**src/rtl/ram_burst_ctrl.sv**
```systemverilog
// Burst initiator for a single-port async-read RAM: valid/ready command, write-data and read-data channels.
// Optional clear-to-zero command enabled by defining RAM_BURST_CTRL_CLEAR_EN.
module ram_burst_ctrl #(
  parameter int DATA_W = 8,
  parameter int ADDR_W = 4
) (
  input  logic              clk,
  input  logic              rst_n,
  input  logic              cmd_valid,
  output logic              cmd_ready,
  input  logic              cmd_write,
`ifdef RAM_BURST_CTRL_CLEAR_EN
  input  logic              cmd_clear,
`endif
  input  logic [ADDR_W-1:0] cmd_addr,
  input  logic [ADDR_W-1:0] cmd_len,
  input  logic              wdata_valid,
  output logic              wdata_ready,
  input  logic [DATA_W-1:0] wdata,
  output logic              rdata_valid,
  input  logic              rdata_ready,
  output logic [DATA_W-1:0] rdata,
  output logic              rdata_last,
  output logic              busy,
  output logic              done,
  output logic [DATA_W-1:0] ram_din,
  output logic [ADDR_W-1:0] ram_add,
  output logic              ram_wr_en,
  input  logic [DATA_W-1:0] ram_dout
);

  typedef enum logic [1:0] {
    IDLE  = 2'd0,
    WRITE = 2'd1,
    READ  = 2'd2
`ifdef RAM_BURST_CTRL_CLEAR_EN
    ,
    CLEAR = 2'd3
`endif
  } state_t;

  state_t            state, state_nxt;
  logic [ADDR_W-1:0] addr;
  logic [ADDR_W-1:0] remaining;
  logic              cmd_fire;
  logic              step;
  logic              rd_load;
  logic              rd_hs;
  logic              final_beat;

  assign final_beat = (remaining == '0);
  assign cmd_fire   = cmd_valid && cmd_ready;
  assign rd_hs      = rdata_valid && rdata_ready;
  assign ram_add    = addr;
  assign busy       = (state != IDLE) || rdata_valid;

  always_ff @(posedge clk) begin
    if (!rst_n) state <= IDLE;
    else        state <= state_nxt;
  end

  always_comb begin
    state_nxt   = state;
    cmd_ready   = 1'b0;
    wdata_ready = 1'b0;
    ram_wr_en   = 1'b0;
    ram_din     = '0;
    step        = 1'b0;
    rd_load     = 1'b0;
    case (state)
      IDLE: begin
        // a draining read beat blocks new commands so bursts never overlap
        cmd_ready = rst_n && !rdata_valid;
        if (cmd_valid && cmd_ready) begin
`ifdef RAM_BURST_CTRL_CLEAR_EN
          if (cmd_clear) state_nxt = CLEAR;
          else
`endif
          state_nxt = cmd_write ? WRITE : READ;
        end
      end
      WRITE: begin
        wdata_ready = 1'b1;
        ram_din     = wdata;
        ram_wr_en   = rst_n && wdata_valid;
        step        = wdata_valid;
        if (wdata_valid && final_beat) state_nxt = IDLE;
      end
      READ: begin
        rd_load = !rdata_valid || rdata_ready;
        step    = rd_load;
        if (rd_load && final_beat) state_nxt = IDLE;
      end
`ifdef RAM_BURST_CTRL_CLEAR_EN
      CLEAR: begin
        ram_wr_en = rst_n;
        step      = 1'b1;
        if (final_beat) state_nxt = IDLE;
      end
`endif
      default: state_nxt = IDLE;
    endcase
  end

  always_ff @(posedge clk) begin
    if (!rst_n) begin
      addr        <= '0;
      remaining   <= '0;
      rdata_valid <= 1'b0;
      rdata       <= '0;
      rdata_last  <= 1'b0;
      done        <= 1'b0;
    end else begin
      done <= 1'b0;
      if (cmd_fire) begin
        addr      <= cmd_addr;
        remaining <= cmd_len;
`ifdef RAM_BURST_CTRL_CLEAR_EN
        // full-depth sweep regardless of the requested length
        if (cmd_clear) remaining <= '1;
`endif
      end
      if (step) begin
        addr      <= addr + ADDR_W'(1);
        remaining <= remaining - ADDR_W'(1);
      end
      if (state == WRITE && wdata_valid && final_beat) done <= 1'b1;
`ifdef RAM_BURST_CTRL_CLEAR_EN
      if (state == CLEAR && final_beat) done <= 1'b1;
`endif
      if (rd_load) begin
        rdata       <= ram_dout;
        rdata_valid <= 1'b1;
        rdata_last  <= final_beat;
      end else if (rd_hs) begin
        rdata_valid <= 1'b0;
      end
      if (rd_hs && rdata_last) done <= 1'b1;
    end
  end

endmodule

```
**config.mk**
```make
export PLATFORM = sky130hd
export DESIGN_NAME = ram_burst_ctrl
export DESIGN_NICKNAME = d
export VERILOG_FILES = /design/src/rtl/ram_burst_ctrl.sv
export SDC_FILE = /design/constraint.sdc
export NUM_CORES = 1
export LEC_CHECK = 0
export ABC_AREA = 1
export CAP_MARGIN = 5
export CELL_PAD_IN_SITES_DETAIL_PLACEMENT = 1
export CELL_PAD_IN_SITES_GLOBAL_PLACEMENT = 1
export CORE_MARGIN = 1
export CORE_UTILIZATION = 30
export CTS_CLUSTER_SIZE = 28
export DETAILED_ROUTE_END_ITERATION = 6
export PLACE_DENSITY_LB_ADDON = 0.08
export SLEW_MARGIN = 20
export SYNTH_ARGS = -nofsm -noshare
export SYNTH_HDL_FRONTEND = slang
export SYNTH_SLANG_ARGS = --single-unit
```
**constraint.sdc**
```tcl
create_clock -name clk -period 3.9 [get_ports clk]
set_input_delay 1.17 -clock clk [delete_from_list [all_inputs] [get_ports clk]]
set_output_delay 1.17 -clock clk [all_outputs]
set_load 0.02 [all_outputs]
```
==> load_flow_metrics.sql <==
INSERT INTO impl_metrics (metric_group, metric, value, unit) VALUES
('logic_synthesis', 'yosys_warnings', '0', ''),
('setup_path', 'worstPathBufferInverterCount', '2', ''),
('detailed_routing', 'firstDrtPassIters', '4', ''),
('detailed_routing', 'wl_met3', '200', 'um'),
('logic_synthesis', 'postSynth.asyncResetShare', '0', '%'),
('global_routing', 'grt.total_usage', '18.4', '%'),
('logic_synthesis', 'yosysSeqAreaShare', '33.3', '%'),
('placement', 'placement.cell_area', '1840', 'um2'),
('global_routing', 'via_count_of_the_first_global_routing_pass', '1310', ''),
('sta', 'setup_viol', '0', ''),
('die', 'placeableCoreArea', '4030', 'um2'),
('setup_path', 'most_common_cell_type_on_the_critical_path', 'sky130_fd_sc_hd__clkdlybuf4s50_1', ''),
('hold_path', 'worst_hold_path.endpoint', 'rdata[6]', ''),
('hold_path', 'hold_depth', '2', ''),
('sta', 'worst-slew-pin-transition', '0.447', 'ns'),
('detailed_routing', 'routed_via_density', '4.67', ''),
('placement', 'dpl.hpwl', '3040', 'um'),
('setup_path', 'setup.worst_path.class', 'in2out', ''),
('clocking', 'tritoncts', 'built', ''),
('clocking', 'post_cts.resized_instances', '0', ''),
('setup_path', 'timing.critical_path.slowest_cell_delay', '0.62', 'ns'),
('logic_synthesis', 'synthXorXnorAreaFrac', '2.08', '%'),
('clocking', 'cts_max_path_buffers', '2', ''),
('power_and_ir_drop', 'vdd_ir_drop_max', '0.144', 'mV'),
('setup_path', 'worst_r2r_path_depth', '9', ''),
('power_and_ir_drop', 'power_density', '292', 'nW/um2'),
('logic_synthesis', 'post_synthesis_cell_area', '1260', 'um2'),
('power_and_ir_drop', 'power.static_leakage', '0.000851', 'uW'),
('clocking', 'h-tree-depth', '1', ''),
('detailed_routing', 'drc', '0', ''),
('logic_synthesis', 'synth_ff_type', 'sky130_fd_sc_hd__dfxtp_1', ''),
('detailed_routing', 'num_vias', '1289', ''),
('clocking', 'clock-root-buffer', 'sky130_fd_sc_hd__clkbuf_8', ''),
('logic_synthesis', 'synth_top_family_by_area', 'simple AND/OR/NAND/NOR gates', ''),
('global_routing', 'antenna_found_initial', '0', ''),
('clocking', 'clk_slew_on_worst_s_h_paths', '0.08', 'ns'),
('sta', 'timing.final.max_slew_violations', '0', ''),
('die', 'core_rows', '23', ''),
('detailed_routing', 'highest_layer', 'met4', ''),
('sta', 'period_minus_slack', '3.70', 'ns'),
('final_layout', 'finish.instance_area', '1890', 'um2'),
('setup_path', 'critPathMaxFanout', '3', ''),
('placement', 'gpl.final_weighted_congestion', '0.750', ''),
('sta', 'timing.final.crit_share', '94.8', '%'),
('setup_path', 'r2r_end', 'ram_add[3]', ''),
('placement', 'io_buffers', '56', ''),
('setup_path', 'worst-path-stages', '4', ''),
('final_layout', 'num_antenna_cells', '0', ''),
('final_layout', 'fillerInstances', '504', ''),
('clocking', 'clkSinkCount', '21', ''),
('detailed_routing', 'met2WireLength', '1980', 'um'),
('detailed_routing', 'antenna_violating_nets_post_route', '0', ''),
('die', 'die_width', '66.9', 'um'),
('setup_path', 'critPathLaunchType', 'primary input', ''),
('sta', 'maxClockFrequency', '270', 'MHz'),
('logic_synthesis', 'compound_gate_portion_of_the_synthesized_area', '13.0', '%'),
('final_layout', 'syn_to_final_growth', '49.5', '%'),
('die', 'effective_utilization_at_floorplan', '31.4', '%'),
('hold_path', 'worstHoldStart', 'rdata[6]', ''),
('setup_path', 'critical_path_arrival', '2.53', 'ns'),
('detailed_routing', 'detail_route.iter0.violations', '24', ''),
('hold_path', 'timing.hold.worst.class', 'reg2reg', ''),
('sta', 'finClkSkew', '0.00260', 'ns'),
('logic_synthesis', 'post_synth_and_or_nand_nor_area_fraction', '35.0', '%'),
('run_status', 'run_status', 'completed', ''),
('sta', 'tns', '0', 'ns'),
('clocking', 'clk_latency', '0.27', 'ns'),
('logic_synthesis', 'synthesized_netlist_net_count', '205', ''),
('die', 'design.die.area', '4480', 'um2'),
('final_layout', 'final_cell_mix', 'sky130_fd_sc_hd__clkdlybuf4s50_1 (56), sky130_fd_sc_hd__nand2_1 (37), sky130_fd_sc_hd__inv_1 (23)', ''),
('detailed_routing', 'routedLengthMet1', '1580', 'um');
==> flip-flops by register name, indices dropped and copies added (netlist names) <==
| register | cells |
|---|---|
| done | 1 |
| ram_add | 4 |
| rdata | 8 |
| rdata_last | 1 |
| rdata_valid | 1 |
| remaining | 4 |
| state | 2 |
==> area by class of cell <==
class                      count  area [um2]  area share, %
clock inverter                 1        5.00          0.265
timing repair buffer          58         576           30.5
clock buffer                   3        41.3           2.19
tap                           50        62.6           3.31
sequential                    21         420           22.3
inverter                      24        90.1           4.77
multi-input combinational    119         694           36.8
==> synthesized netlist by cell type (3+ instances only) <==
cell,n,share of area (%)
sky130_fd_sc_hd__a21oi_1,5,2.0
sky130_fd_sc_hd__a21oi_2,6,4.2
sky130_fd_sc_hd__dfxtp_1,21,33
sky130_fd_sc_hd__ha_1,5,5.0
sky130_fd_sc_hd__inv_1,23,6.8
sky130_fd_sc_hd__nand2_1,37,11
sky130_fd_sc_hd__nand2_4,4,3.6
sky130_fd_sc_hd__nand3_1,5,2.0
sky130_fd_sc_hd__nand3_2,7,5.5
sky130_fd_sc_hd__nand4_1,4,2.0
sky130_fd_sc_hd__nor2_1,22,6.5
sky130_fd_sc_hd__o21ai_0,9,3.6
sky130_fd_sc_hd__xor2_1,3,2.1
==> report_power, final <==
| group | switching, uW | total, uW | internal (uW) |
|---|---|---|---|
| Combinational | 86.2 | 166 | 79.4 |
| Clock | 77.4 | 149 | 71.4 |
| Sequential | 10.5 | 238 | 227 |
| Total | 174 | 552 | 378 |
==> logic make-up (layout without fill, tap and decap cells) <==
| group | after synthesis | in the layout |
|---|---|---|
| adders and majority gates | 5 | 5 |
| AOI/OAI and AO/OA | 26 | 26 |
| DFF | 21 | 21 |
| xor gates and xnor gates | 3 | 3 |
| buffers and inverters | 30 | 86 |
| and+or+nand+nor | 85 | 85 |
==> worst max path at each step <==
| stage | end | slack [ns] | start |
|---|---|---|---|
| 5_1_grt | ram_wr_en | 0.17 | wdata_valid |
| 6_report | ram_wr_en | 0.20 | wdata_valid |
| 3_5_place_dp | ram_wr_en | 0.20 | wdata_valid |
| 2_1_floorplan | cmd_ready | 1.02 | rst_n |
| 3_3_place_gp | ram_wr_en | 0.22 | wdata_valid |
| 4_1_cts | ram_wr_en | 0.20 | wdata_valid |
==> layer usage <==
layer / vias up / GRT usage (%)
li1: 648 / -
met2: 33 / 33.6
met1: 604 / 20.9
met4: 0 / 7.71
met3: 4 / 2.74
met5: - / 0
==> worst min-delay path, cell delays in order, from the launching register on <==
cell,delay [ns]
sky130_fd_sc_hd__dfxtp_1,0.33
sky130_fd_sc_hd__nor2_1,0.05
sky130_fd_sc_hd__nor2_1,0.08
==> metrics by stage <==
step / utilization [%] / worst slack [ns] / instances / hold WS [ns] / total power [uW]
final: 46.9 / 0.201 / 276 / 0.488 / 552
after detailed placement: 45.7 / 0.202 / 272 / 0.478 / 410
after CTS: 46.9 / 0.201 / 276 / 0.498 / 562
after floorplan: - / 1.02 / 170 / 0.457 / 333
after global placement: 45.7 / 0.223 / 272 / 0.464 / 400
after global routing: 46.9 / 0.174 / 276 / 0.519 / 583
Note: power is estimated with default switching activity, not from simulation.
